File: src/rtl/pipe_stage_skid.sv
// Pipeline stage register with valid/ready handshake and a 2-entry skid buffer; optional stall counter under PIPE_STALL_CNT_EN.
// Latency: in_data appears on out_data 1 cycle after Accept; throughput 1/cycle while out_ready stays high.
// Backpressure: in_ready is ~skid_v_q, a register output, so there is no combinational path from out_ready to in_ready.
module pipe_stage_skid #(
    parameter int WIDTH    = 16,
    parameter int CLR_DATA = 1,
    parameter int CNT_W    = 16
) (
    input  logic             clk,
    input  logic             rst_n,
    input  logic             flush,
    input  logic             in_valid,
    output logic             in_ready,
    input  logic [WIDTH-1:0] in_data,
    output logic             out_valid,
    input  logic             out_ready,
    output logic [WIDTH-1:0] out_data,
`ifdef PIPE_STALL_CNT_EN
    output logic [CNT_W-1:0] stall_cnt,
`endif
    output logic [1:0]       occ
);

    if (WIDTH < 1 || CNT_W < 1) begin : g_param_chk
        $error("pipe_stage_skid: WIDTH and CNT_W must be >= 1");
    end

    // State is the {skid_v, main_v} pair; 2'b10 cannot occur.
    localparam logic [1:0] ST_EMPTY = 2'b00;
    localparam logic [1:0] ST_ONE   = 2'b01;
    localparam logic [1:0] ST_TWO   = 2'b11;

    logic             main_v_q, main_v_d;
    logic             skid_v_q, skid_v_d;
    logic [WIDTH-1:0] main_d_q, main_d_d;
    logic [WIDTH-1:0] skid_d_q, skid_d_d;
    logic [1:0]       state;
    logic             accept;
    logic             drain;

    assign state     = {skid_v_q, main_v_q};
    assign in_ready  = ~skid_v_q;
    assign out_valid = main_v_q;
    assign out_data  = main_d_q;
    assign occ       = {1'b0, main_v_q} + {1'b0, skid_v_q};
    assign accept    = in_valid & ~skid_v_q;
    assign drain     = main_v_q & out_ready;

    always_comb begin
        main_v_d = main_v_q;
        skid_v_d = skid_v_q;
        main_d_d = main_d_q;
        skid_d_d = skid_d_q;
        if (flush) begin
            main_v_d = 1'b0;
            skid_v_d = 1'b0;
            if (CLR_DATA != 0) begin
                main_d_d = '0;
                skid_d_d = '0;
            end
        end else begin
            case (state)
                ST_EMPTY: begin
                    if (accept) begin
                        main_v_d = 1'b1;
                        main_d_d = in_data;
                    end
                end
                ST_ONE: begin
                    if (accept && drain) begin
                        main_d_d = in_data;
                    end else if (drain) begin
                        main_v_d = 1'b0;
                    end else if (accept) begin
                        skid_v_d = 1'b1;
                        skid_d_d = in_data;
                    end
                end
                ST_TWO: begin
                    if (drain) begin
                        main_d_d = skid_d_q;
                        skid_v_d = 1'b0;
                    end
                end
                default: begin
                    main_v_d = 1'b0;
                    skid_v_d = 1'b0;
                end
            endcase
        end
    end

    always_ff @(posedge clk or negedge rst_n) begin
        if (!rst_n) begin
            main_v_q <= 1'b0;
            skid_v_q <= 1'b0;
            main_d_q <= '0;
            skid_d_q <= '0;
        end else begin
            main_v_q <= main_v_d;
            skid_v_q <= skid_v_d;
            main_d_q <= main_d_d;
            skid_d_q <= skid_d_d;
        end
    end

`ifdef PIPE_STALL_CNT_EN
    // Saturating; only reset clears it, flush deliberately does not.
    logic [CNT_W-1:0] stall_cnt_q, stall_cnt_d;

    always_comb begin
        stall_cnt_d = stall_cnt_q;
        if (main_v_q && !out_ready && !(&stall_cnt_q)) begin
            stall_cnt_d = stall_cnt_q + CNT_W'(1);
        end
    end

    always_ff @(posedge clk or negedge rst_n) begin
        if (!rst_n) begin
            stall_cnt_q <= '0;
        end else begin
            stall_cnt_q <= stall_cnt_d;
        end
    end

    assign stall_cnt = stall_cnt_q;
`endif

endmodule

File: config.mk
export PLATFORM = sky130hd
export DESIGN_NAME = pipe_stage_skid
export DESIGN_NICKNAME = d
export VERILOG_FILES = /design/src/rtl/pipe_stage_skid.sv
export SDC_FILE = /design/constraint.sdc
export NUM_CORES = 1
export LEC_CHECK = 0
export BUFFER_PORTS_ARGS = -buffer_cell sky130_fd_sc_hd__buf_2
export CAP_MARGIN = 20
export CORE_MARGIN = 5
export CORE_UTILIZATION = 39
export DETAILED_ROUTE_END_ITERATION = 10
export PLACE_DENSITY = 0.68
export SETUP_SLACK_MARGIN = 0.2
export SLEW_MARGIN = 20
export SYNTH_ARGS = -nofsm -noshare
export SYNTH_HDL_FRONTEND = slang
export SYNTH_SLANG_ARGS = --single-unit
export TNS_END_PERCENT = 100
File: constraint.sdc
create_clock -name clk -period 5 [get_ports clk]
set_clock_uncertainty 0.1 [all_clocks]
set_input_delay 1 -clock clk [delete_from_list [all_inputs] [get_ports clk]]
set_output_delay 1 -clock clk [all_outputs]
set_load 0.01 [all_outputs]
Word level (Yosys, flattened, before mapping)
Cells that the tools add are included.
{"block": "classes", "shift": 0, "order_cmp": 0, "multipliers": 0, "n_mux": 18, "add_sub_neg": 1, "div_mod_pow": 0, "reduce_logical": 9, "bitwise": 3, "n_eq_ne": 13}
{"op": "$mux W16", "count": 8}
{"op": "$pmux W16 S3", "count": 1}
{"op": "$ne A3 B3 Y1 const B", "count": 7}
{"op": "$reduce_and A4 Y1", "count": 3}
{"op": "$ne A2 B2 Y1 const B", "count": 4}
{"op": "$mux W1", "count": 7}
{"op": "$pmux W1 S3", "count": 2}
{"op": "$reduce_and A5 Y1", "count": 1}
{"op": "$reduce_bool A2 Y1", "count": 2}
{"op": "$reduce_bool A4 Y1", "count": 1}
{"op": "$add A1 B1 Y2", "count": 1}
{"op": "$and A1 B1 Y1", "count": 2}
{"op": "$eq A2 B1 Y1 const B", "count": 1}
{"op": "$eq A2 B2 Y1 const B", "count": 1}
{"op": "$logic_not A2 Y1", "count": 1}
{"op": "$logic_and A1 B1 Y1", "count": 1}
{"op": "$not A1 Y1", "count": 1}
{"block": "word_totals", "rom_bits": 0, "ramBits": 0, "latch_bits": 0, "elab_cells": 48, "register_bits": 34, "out_inout_bits": 20, "n_memories": 0}

Depth between registers and ports, before layout
{"block": "depth", "ltp_word": 7, "mapped_depth": 7, "depth_no_buf": 5}

Worst setup path after synthesis
Ideal clock, no wire load.
{"block": "synth_path", "path_kind": "input to register", "from": "input flush", "to": "register main_d_q[0], in the netlist out_data[0]", "stages": 5, "setup_time_ps": 80, "t_arrival_ps": 1844, "setup_slack_ps": 2976, "path_cell_list": "o21ba_2 buf_2 a22o_4 buf_8 o211ai_2"}
{"block": "synth_via", "elab_chain_cells": 2, "word_cells_on_any_way": 6, "classes_between": "eq/ne: 3; mux: 1; reduce/logical: 2"}
{"element": "start: declaration", "line_no": "11", "source": "input logic flush,"}
{"element": "$ne A3 B3 Y1 (no source line) / $reduce_bool A4 Y1 (equally long branches)"}
{"element": "$reduce_and A4 Y1 (no source line)"}
{"element": "end signal: assignment", "line_no": "102", "source": "main_d_q <= main_d_d;"}
{"element": "end: declaration", "line_no": "35", "source": "logic [WIDTH-1:0] main_d_q, main_d_d;"}
Parallel ways exist; a longest one is shown, timed or not.
A chain may end at the register's enable or synchronous reset.

Final worst setup path
{"block": "layout_path", "from": "register main_v_q, in the netlist out_valid", "to": "output occ[1]"}
{"block": "layout_via", "elab_chain_cells": 1}
{"element": "start: declaration", "line_no": "33", "source": "logic main_v_q, main_v_d;"}
{"element": "start signal: assignment", "line_no": "100", "source": "main_v_q <= main_v_d;"}
{"element": "$add A1 B1 Y2", "line_no": "45", "source": "assign occ = {1'b0, main_v_q} + {1'b0, skid_v_q};"}
{"element": "end: declaration", "line_no": "21", "source": "output logic [1:0] occ"}
No other way between the ends.

==> flow_metrics.env <==
export IMPL_place_gp_congestion=0.792
export IMPL_grt_max_degree=52
export IMPL_final_nets=259
export IMPL_path_class="reg -> out"
export IMPL_vdd_drop_max_v=0.000112
export IMPL_seq_area_um2=851
export IMPL_cts_tree="done"
export IMPL_pre_cts_ws_ns=2.18
export IMPL_antenna_found_initial=0
export IMPL_hold_violations=0
export IMPL_fin_cells=304
export IMPL_endpoint_kind="output pin"
export IMPL_area_growth_syn_to_layout_pct=12.5
export IMPL_synthCells=208
export IMPL_outcome="complete, no violations"
export IMPL_vias=1622
export IMPL_die_height_um=82.4
export IMPL_initial_core_util=0.400
export IMPL_min_period_over_period=0.622
export IMPL_path_cells="ha_1 -> buf_2"
export IMPL_yosysUniqueCellTypes=30
export IMPL_cts_buffers=5
export IMPL_io_buffers=40
export IMPL_grt_pass1_vias=1640
export IMPL_final_util=0.451
export IMPL_wire_per_inst_um=15.5
export IMPL_slew_headroom=0.252
export IMPL_dieArea_um2=6790
export IMPL_clock_sinks=34
export IMPL_cellPowerDensity_nw_per_um2=418
export IMPL_hold_path_class="reg -> reg"
export IMPL_cp_slowest_cell="ha_1"
export IMPL_worst_ep_required_time_ns=3.90
export IMPL_layout_drive_gt1_share=0.316
export IMPL_final_common_cell="buf_2"
export IMPL_yosys_warnings=0
export IMPL_ctsHoldBuffers=0
export IMPL_syn_nets=233
export IMPL_synth_seq_cells=34
export IMPL_drcViolationCount=0
export IMPL_cts_root_buf="clkbuf_8"
export IMPL_drtPass1Iterations=4
export IMPL_cts_resized=0
export IMPL_yosysSeqAreaShare=0.416
export IMPL_dieWidth_um=82.4
export IMPL_grt_pass1_wl_um=7740
export IMPL_n_antenna_cell=0
export IMPL_worst_r2r_cell_count=4
export IMPL_grt_overflow_total=0
export IMPL_grtUsageTotal=0.146
export IMPL_boundaryPins=41
export IMPL_p_leak_nw=0.969
export IMPL_slew_viol_final=0
export IMPL_setup_ws_ns=1.89
export IMPL_worstPathArrival_ns=2.01
export IMPL_cap_violations=0
export IMPL_crit_end="occ[1]"
export IMPL_grt_setup_unrepaired="no"
export IMPL_hold_ws_ns=0.440
export IMPL_route_antenna_remaining_nets=0
export IMPL_n_fill_cell=496
export IMPL_max_stage_delay_ns=0.96
export IMPL_h_tree_depth=2
export IMPL_setup_viol=0
export IMPL_clockBufferDepth=2
export IMPL_crit_path_start="out_valid"
export IMPL_tightest_slew_ns=1.12
export IMPL_path_clk_slew_ns=0.06
export IMPL_critical_path_max_fanout=22
export IMPL_r2r_start="out_valid"
export IMPL_postCtsSetupRepairBufs=0
export IMPL_via_per_inst=5.34
export IMPL_r2r_slack_ns=2.17
export IMPL_timing_fmax_mhz=322
export IMPL_cp_start_kind="flip-flop"
export IMPL_reg2reg_to="out_data[4]"
export IMPL_dpl_hpwl_um=3100
export IMPL_finalCriticalPeriod_ns=3.11
export IMPL_tns_ns=0
export IMPL_placementRows=26
export IMPL_clk_latency_ns=0.27
export IMPL_placeableCoreArea_um2=5110
export IMPL_syn_area_per_cell_um2=9.83
export IMPL_syn_cell_area_um2=2040
export IMPL_dpl_cell_count=297
export IMPL_wl_um=4720
export IMPL_multi_input_area_um2=1080
export IMPL_final_cell_mix="40 x buf_2, 34 x dfrtp_1, 32 x nand3_1"
export IMPL_drt_iter0_markers=140
worst min path at each step:
stage	from	endpoint	slack, ns	cells after the start
final	skid_d_q[10]	skid_d_q[10]	0.44	2
after global routing	skid_d_q[1]	skid_d_q[1]	0.46	2
after CTS	skid_d_q[6]	skid_d_q[6]	0.44	2
after detailed placement	skid_d_q[15]	skid_d_q[15]	0.43	2
after global placement	out_data[12]	out_data[12]	0.43	2
after floorplan	skid_d_q[0]	skid_d_q[0]	0.42	2
layer usage:
metal | vias up | global-route usage | wire (um)
met1 | 766 | 0.195 | 2220
li1 | 820 | - | -
met2 | 32 | 0.233 | 2240
met5 | - | 0 | 0
met3 | 4 | 0.0325 | 209
met4 | 0 | 0.0482 | 49
flip-flops by register name (all words and copies together), names as in the netlist:
| name | cells |
|---|---|
| out_valid | 1 |
| skid_v_q | 1 |
| out_data | 16 |
| skid_d_q | 16 |
synth_stat cells, drive strengths merged:
master,instances,area share
or3b,1,0.0043
or2,16,0.049
nand2b,1,0.0031
a21oi,17,0.042
o21ba,1,0.0049
nand2,1,0.0018
o21ai,17,0.042
clkbuf,14,0.026
ha,4,0.024
nor4,3,0.0092
o211ai,17,0.089
nand4b,16,0.069
nor2b,1,0.0031
nand3b,1,0.0037
a211oi,1,0.0037
and3b,1,0.0043
a22o,1,0.0086
dfrtp,34,0.42
a31oi,1,0.0031
and2,1,0.0031
mux2i,16,0.078
inv,2,0.0037
nor2,2,0.0037
nand3,32,0.078
buf,7,0.027
critical path, delay by kind of cell, from the launching register on:
kind / cells / cell delay, ns
fa+ha+maj: 1 / 0.96
flops: 1 / 0.49
buf+inv: 1 / 0.28
power by group:
part           total (W)  leakage, nW  switching (W)  internal (W)
clock network   0.000188       0.0383      0.0000918     0.0000958
logic           0.000379        0.471       0.000235      0.000144
registers       0.000395        0.459      0.0000540      0.000341
total           0.000961        0.969       0.000381      0.000581
kinds of logic (layout without fill, tap and decap cells):
group                    Yosys count  in the layout  share of synthesized area
AO/OA/AOI/OAI                     55             55                      0.193
adder cells (fa/ha/maj)            4              4                     0.0245
buffers and inverters             23             49                     0.0563
flip-flops                        34             34                      0.416
multiplexers                      16             16                     0.0783
AND/OR/NAND/NOR                   76             76                      0.232
stage by stage:
stage,area (um^2),power [W]
after detailed placement,2220,0.000780
after global routing,2300,0.00103
after CTS,2300,0.000968
final,2300,0.000961
after floorplan,2040,0.000682
after global placement,2220,0.000773
final cells by class:
class / count / area share
Clock buffer: 7 / 0.0332
Inverter: 2 / 0.00326
Multi-Input combinational cell: 151 / 0.469
Sequential cell: 34 / 0.370
Tap cell: 70 / 0.0381
Timing Repair Buffer: 40 / 0.0870
(Power assumes the default switching activity.)
